===== src/rtl/difftest_commit_drain.sv =====
// difftest_commit_drain: buffers commit bundles and serializes them into one record per handshake
module difftest_commit_drain #(
  parameter int CONFIG_DW = 32,
  parameter int CONFIG_P_COMMIT_WIDTH = 1,
  parameter int CONFIG_P_FIFO_DEPTH = 3,
  parameter int PC_W = 30,
  parameter int INSN_DW = 32,
  parameter int LRF_AW = 5,
  localparam int CW = 1 << CONFIG_P_COMMIT_WIDTH,
  localparam int AW = CONFIG_P_FIFO_DEPTH,
  localparam int D = 1 << CONFIG_P_FIFO_DEPTH,
  localparam int LW = CONFIG_P_COMMIT_WIDTH
) (
  input  logic                    clk,
  input  logic                    rst,
  input  logic [CW-1:0]           in_valid,
  input  logic [PC_W*CW-1:0]      in_pc,
  input  logic [INSN_DW*CW-1:0]   in_insn,
  input  logic [CW-1:0]           in_wen,
  input  logic [LRF_AW*CW-1:0]    in_wnum,
  input  logic [CONFIG_DW*CW-1:0] in_wdata,
  input  logic                    in_excp,
  input  logic [31:0]             in_excp_vect,
  input  logic                    clr_ovf,
  output logic                    out_valid,
  input  logic                    out_ready,
  output logic [PC_W-1:0]         out_pc,
  output logic [INSN_DW-1:0]      out_insn,
  output logic                    out_wen,
  output logic [LRF_AW-1:0]       out_wnum,
  output logic [CONFIG_DW-1:0]    out_wdata,
  output logic [LW-1:0]           out_lane,
  output logic                    out_last,
  output logic                    out_excp,
  output logic [31:0]             out_excp_vect,
  output logic [31:0]             out_seq,
  output logic                    ovf,
  output logic [15:0]             drop_cnt,
  output logic [AW:0]             fifo_level
);
  typedef enum logic [1:0] {EMPTY, LOAD, EMIT} state_t;
  state_t state;
  logic [AW:0] wptr, rptr, wptr_n, rptr_n;
  logic [CW-1:0] mask, low;
  logic [LW-1:0] lane;
  logic [CW-1:0] mem_mask [D];
  logic [CW-1:0] mem_wen [D];
  logic [PC_W*CW-1:0] mem_pc [D];
  logic [INSN_DW*CW-1:0] mem_insn [D];
  logic [LRF_AW*CW-1:0] mem_wnum [D];
  logic [CONFIG_DW*CW-1:0] mem_wdata [D];
  logic mem_excp [D];
  logic [31:0] mem_vect [D];
  logic [PC_W*CW-1:0] h_pc;
  logic [INSN_DW*CW-1:0] h_insn;
  logic [LRF_AW*CW-1:0] h_wnum;
  logic [CONFIG_DW*CW-1:0] h_wdata;
  logic [CW-1:0] h_wen;
  logic [AW-1:0] ra, wa;
  logic push_q, full, empty, hs, last, pop, accept, drop;
  assign ra = rptr[AW-1:0];
  assign wa = wptr[AW-1:0];
  assign push_q = |in_valid || in_excp;
  assign full = (wptr ^ rptr) == {1'b1, {AW{1'b0}}};
  assign empty = wptr == rptr;
  assign out_valid = state == EMIT;
  assign hs = out_valid && out_ready;
  assign last = mask != '0 && (mask & (mask - CW'(1))) == '0;
  assign pop = hs && last;
  assign accept = push_q && (!full || pop);
  assign drop = push_q && full && !pop;
  assign wptr_n = wptr + {{AW{1'b0}}, accept};
  assign rptr_n = rptr + {{AW{1'b0}}, pop};
  assign low = mask & (~mask + CW'(1));
  assign fifo_level = wptr - rptr;
  assign h_pc = mem_pc[ra];
  assign h_insn = mem_insn[ra];
  assign h_wnum = mem_wnum[ra];
  assign h_wdata = mem_wdata[ra];
  assign h_wen = mem_wen[ra];
  // lowest pending lane is the record currently shown
  always_comb begin
    lane = '0;
    for (int i = CW - 1; i >= 0; i--)
      if (mask[i]) lane = LW'(i);
  end
  assign out_pc = out_valid ? h_pc[lane*PC_W +: PC_W] : '0;
  assign out_insn = out_valid ? h_insn[lane*INSN_DW +: INSN_DW] : '0;
  assign out_wnum = out_valid ? h_wnum[lane*LRF_AW +: LRF_AW] : '0;
  assign out_wdata = out_valid ? h_wdata[lane*CONFIG_DW +: CONFIG_DW] : '0;
  assign out_wen = out_valid && h_wen[lane];
  assign out_lane = out_valid ? lane : '0;
  assign out_last = out_valid && last;
  assign out_excp = out_last && mem_excp[ra];
  assign out_excp_vect = out_excp ? mem_vect[ra] : '0;
  // bundle storage; exception-only bundles get a lane-0 mask with write enable suppressed
  always_ff @(posedge clk)
    if (accept) begin
      mem_mask[wa] <= |in_valid ? in_valid : CW'(1);
      mem_wen[wa] <= in_wen & in_valid;
      mem_pc[wa] <= in_pc;
      mem_insn[wa] <= in_insn;
      mem_wnum[wa] <= in_wnum;
      mem_wdata[wa] <= in_wdata;
      mem_excp[wa] <= in_excp;
      mem_vect[wa] <= in_excp_vect;
    end
  // pointers, sequence counter and serializer state machine
  always_ff @(posedge clk)
    if (!rst) begin
      state <= EMPTY;
      mask <= '0;
      wptr <= '0;
      rptr <= '0;
      out_seq <= '0;
    end else begin
      wptr <= wptr_n;
      rptr <= rptr_n;
      if (hs) out_seq <= out_seq + 32'd1;
      case (state)
        EMPTY: if (!empty) state <= LOAD;
        LOAD: begin
          mask <= mem_mask[ra];
          state <= EMIT;
        end
        default: if (hs) begin
          mask <= mask & ~low;
          if (last) state <= (wptr_n != rptr_n) ? LOAD : EMPTY;
        end
      endcase
    end
  // sticky overflow and saturating drop counter; a drop beats a concurrent clear
  always_ff @(posedge clk)
    if (!rst) begin
      ovf <= 1'b0;
      drop_cnt <= '0;
    end else begin
      ovf <= drop ? 1'b1 : clr_ovf ? 1'b0 : ovf;
      drop_cnt <= drop ? (clr_ovf ? 16'd1 : drop_cnt + {15'd0, drop_cnt != 16'hFFFF}) : clr_ovf ? 16'd0 : drop_cnt;
    end
endmodule


===== config.mk =====
export PLATFORM = sky130hd
export DESIGN_NAME = difftest_commit_drain
export DESIGN_NICKNAME = d
export VERILOG_FILES = /design/src/rtl/difftest_commit_drain.sv
export SDC_FILE = /design/constraint.sdc
export NUM_CORES = 2
export LEC_CHECK = 0
export BUFFER_PORTS_ARGS = -buffer_cell sky130_fd_sc_hd__buf_2
export CAP_MARGIN = 20
export CORE_MARGIN = 2
export CORE_UTILIZATION = 55
export DETAILED_ROUTE_END_ITERATION = 6
export HOLD_SLACK_MARGIN = 0.03
export PLACE_DENSITY_LB_ADDON = 0.05
export SETUP_SLACK_MARGIN = 0.5
export SYNTH_ARGS = -nofsm -noshare
export SYNTH_HDL_FRONTEND = slang
export SYNTH_SLANG_ARGS = --single-unit
export TNS_END_PERCENT = 50

===== constraint.sdc =====
create_clock -name clk -period 43.7 [get_ports clk]
set_input_delay 0 -clock clk [delete_from_list [all_inputs] [get_ports clk]]
set_output_delay 0 -clock clk [all_outputs]
set_load 0.005 [all_outputs]

==> results.md <==
- Mapped Cells: 3420
- HP Class: in2reg
- Num rows: 134
- Distinct cells, synth: 52
- Drt total wl: 173000 um
- Post-CTS setup buffer count: 0
- Worst VDD drop: 45.0 uV
- Share of cells above drive strength 1: 26.8%
- Sum Neg Setup Slack: 0 ns
- Sw frac: 21.8%
- Top_reg_cell synth: edfxtp_1
- Largest net degree at the start of global routing: 127
- Post-Layout Cell Count: 6270
- Synthesis-stage register bit count: 1941
- Post-layout min period: 6.58 ns
- Fin Clk Skew: 0.0202 ns
- GR Overflow Total: 0
- CP Max Fanout: 105
- Internal: 0.00319 W
- Critical path's most frequent cell: buf_4
- RSZ-0062 raised after global routing: false
- P per Cell Area: 45.9 nW/um^2
- Outcome: complete, no violations
- Final setup fails: 0
- CP Cell Sequence: inv_8 > ha_1 > and3_1 > a31oi_1 > nand2_1 > nor2_4 > buf_12 > buf_4 > buf_4
- Area Overhead vs Synth: 19.6%
- Htree depth: 4
- CTS Buf Count: 194
- CP required: 44.13 ns
- Slowest-stage cell, CP: buf_4
- Synth Cell Area: 74300 um^2
- Net switching power: 0.000889 W
- Gr usage total: 25.2%
- CTS Root Cell: clkbuf_16
- Top delay family on crit path: buffers and inverters
- Register share of total power: 53.2%
- Max-cap violations: 0
- WL per Instance: 27.5 um
- Worst-case clock buffer depth: 3
- Met3 Wirelength: 11900 um
- Comb pwr share: 8.1%
- First-pass GRT wire length: 254000 um
- Worst r2r src: rptr[2]
- Hold endpoint: mem_wdata[1][52]
- Vias per cell: 6.07
- Placed cell count: 5481
- Static Leak: 29.7 nW
- Commonest non-fill, non-tap cell in the layout: edfxtp_1
- Most frequent cells in the layout: edfxtp_1, mux4_2, buf_2
- Endpoints failing hold: 0
- FF-to-FF setup slack: 37.12 ns
- RR Endpoint: mem_pc[7][25]
- Clk sinks: 1941
- Resized cells post-CTS: 0
- Worst Slack Setup Final: 37.12 ns
- DRT antenna net count: 0
- Met1 wire length: 71100 um
- Io pins: 428
- Fin. max-slew vios: 0
- Synthesized area per cell: 21.7 um^2
- Buf/Inv on CP: 4
- Hpwl dp: 93000 um
- Initial antenna violation count: 25
- Number of nets in the layout: 4586
- Core box area: 134000 um^2
- CP Launch Type: register
- Mapped Nets: 3672
- GP Congestion: 0.838
- Port bufs: 427
- Peak Freq: 152 MHz
- Initial drt markers: 3522
- Post-cts hold buffer count: 421
- Hold depth: 2
- Rel. slew slack: 28.8%
- Worst R2R Path Depth: 9
- WS Path Type: reg2reg
- Vias in the first global route: 39.4k
- Starting Density: 55.5%
- Crit end category: register
- Die area: 138000 um^2
- Fillers: 8772
- CTS tree: yes
- Worst path max stage delay: 0.91 ns
- Router iterations before antenna repair: 5
- Synth warn: 0
- Die height: 371 um
- Sequential share of the synthesized area: 77.6%
- Clk pin slew, worst setup/hold paths: 0.06 ns
- Met2 WL: 86500 um
- Worst EP arrival: 7.01 ns
- Worst Max-Slew Pin Slew: 1.07 ns
- Fin crit share: 15.1%
- Top Metal Used: met5
- Worst-Skew Late Latency: 0.82 ns
- Die span in x: 371 um
- Pre-CTS setup slack: 37.13 ns
- Via Count: 38.1k
- Asr flop ratio synth: 0%
- Worst Hold Launch: in_wdata[52]
- Number of synthesized flops with an enable pin: 1880
- # DRC: 0
- Clk pwr share: 38.7%
## final cells by class
| class | count | area (um^2) | area share (%) |
|---|---|---|---|
| Sequential cell | 1941 | 57700 | 64.9 |
| Multi-Input combinational cell | 1268 | 15800 | 17.8 |
| Timing Repair Buffer | 908 | 7000 | 7.88 |
| Clock buffer | 241 | 5130 | 5.77 |
| Tap cell | 1768 | 2210 | 2.49 |
| Clock inverter | 111 | 896 | 1.01 |
| Inverter | 21 | 86.3 | 0.0972 |
| Antenna cell | 12 | 30.0 | 0.0338 |
## power groups by stage
stage | Combinational [W] | Sequential (W) | Clock (W)
after detailed placement | 0.000300 | 0.00221 | 0
after CTS | 0.000334 | 0.00217 | 0.00161
after global placement | 0.000296 | 0.00220 | 0
final | 0.000330 | 0.00217 | 0.00158
after global routing | 0.000353 | 0.00218 | 0.00168
after floorplan | 0.000168 | 0.00225 | 0
## how the worst max path moves through the flow
stage / from / end / slack [ns] / cells after the start
final: rptr[2] / mem_pc[7][25] / 37.12 / 9
after CTS: rptr[0] / out_wnum[1] / 36.88 / 8
after global placement: rptr[2] / mem_pc[7][25] / 37.09 / 9
after floorplan: rptr[1] / mem_excp[0] / 24.32 / 11
after detailed placement: rptr[2] / mem_pc[7][25] / 37.13 / 9
after global routing: rptr[0] / out_wdata[5] / 36.75 / 8
## cells by family (layout without fill, tap and decap cells)
family | after synthesis | in the layout | share of synthesized area (%)
XOR/XNOR | 20 | 20 | 0.236
other | 0 | 12 | 0
AND/OR/NAND/NOR | 324 | 324 | 2.22
buffers and inverters | 211 | 1281 | 1.20
flip-flops | 1941 | 1941 | 77.6
AO/OA/AOI/OAI | 267 | 267 | 2.46
multiplexers | 644 | 644 | 16.0
adder cells (fa/ha/maj) | 13 | 13 | 0.229
## layer usage
metal  global-route usage (%)  up-vias
met3                     4.76      231
met5                        0        -
met2                     41.8     1329
met4                     5.84       22
met1                     35.0    20200
li1                         -    16300
## registers in the layout (all words and copies together), names as in the netlist
register   count
drop_cnt      16
mask           2
mem_excp       8
mem_insn     512
mem_mask      16
mem_pc       480
mem_vect     256
mem_wdata    512
mem_wen       16
mem_wnum      80
out_seq       32
ovf            1
rptr           4
state          2
wptr           4
## worst reg2reg max path: cells and delay by family, from the launching register on
family / cells / cell delay, ns
AO/OA/AOI/OAI: 1 / 0.36
adder cells (fa/ha/maj): 1 / 0.48
AND/OR/NAND/NOR: 3 / 1.43
buffers and inverters: 4 / 3.41
flip-flops: 1 / 0.50
## Yosys cell counts, types with 12 or more instances
cell      count  share of area (%)
nand2_1     145               0.73
or4_1        25               0.25
nor2_1       27               0.14
buf_1        41               0.21
nand2b_1     13               0.11
a22o_1       18               0.21
a32oi_1      15               0.18
a21oi_1      69               0.46
ha_1         12               0.20
nand3_1      21               0.14
o211ai_1     16               0.16
buf_2        59               0.40
mux4_2      435                 13
nand4_1      23               0.19
edfxtp_1   1880                 76
dfxtp_1      61                1.6
and3_1       23               0.19
a22oi_1      20               0.20
clkbuf_1     85               0.43
o31ai_1      24               0.24
a221o_1      18               0.24
inv_1        19              0.096
mux2i_1     208                2.8
o22ai_1      67               0.56
## metrics by stage
stage	power (W)	area, um^2	util (%)	hold WS (ns)
after floorplan	0.00242	74300	-	0.0989
after global placement	0.00250	78400	58.6	0.252
after detailed placement	0.00251	78500	58.6	0.267
after CTS	0.00411	88700	66.3	0.0309
after global routing	0.00421	88800	66.4	0.0482
final	0.00408	88800	66.4	0.0675
Power figures use the tool's default switching activity.
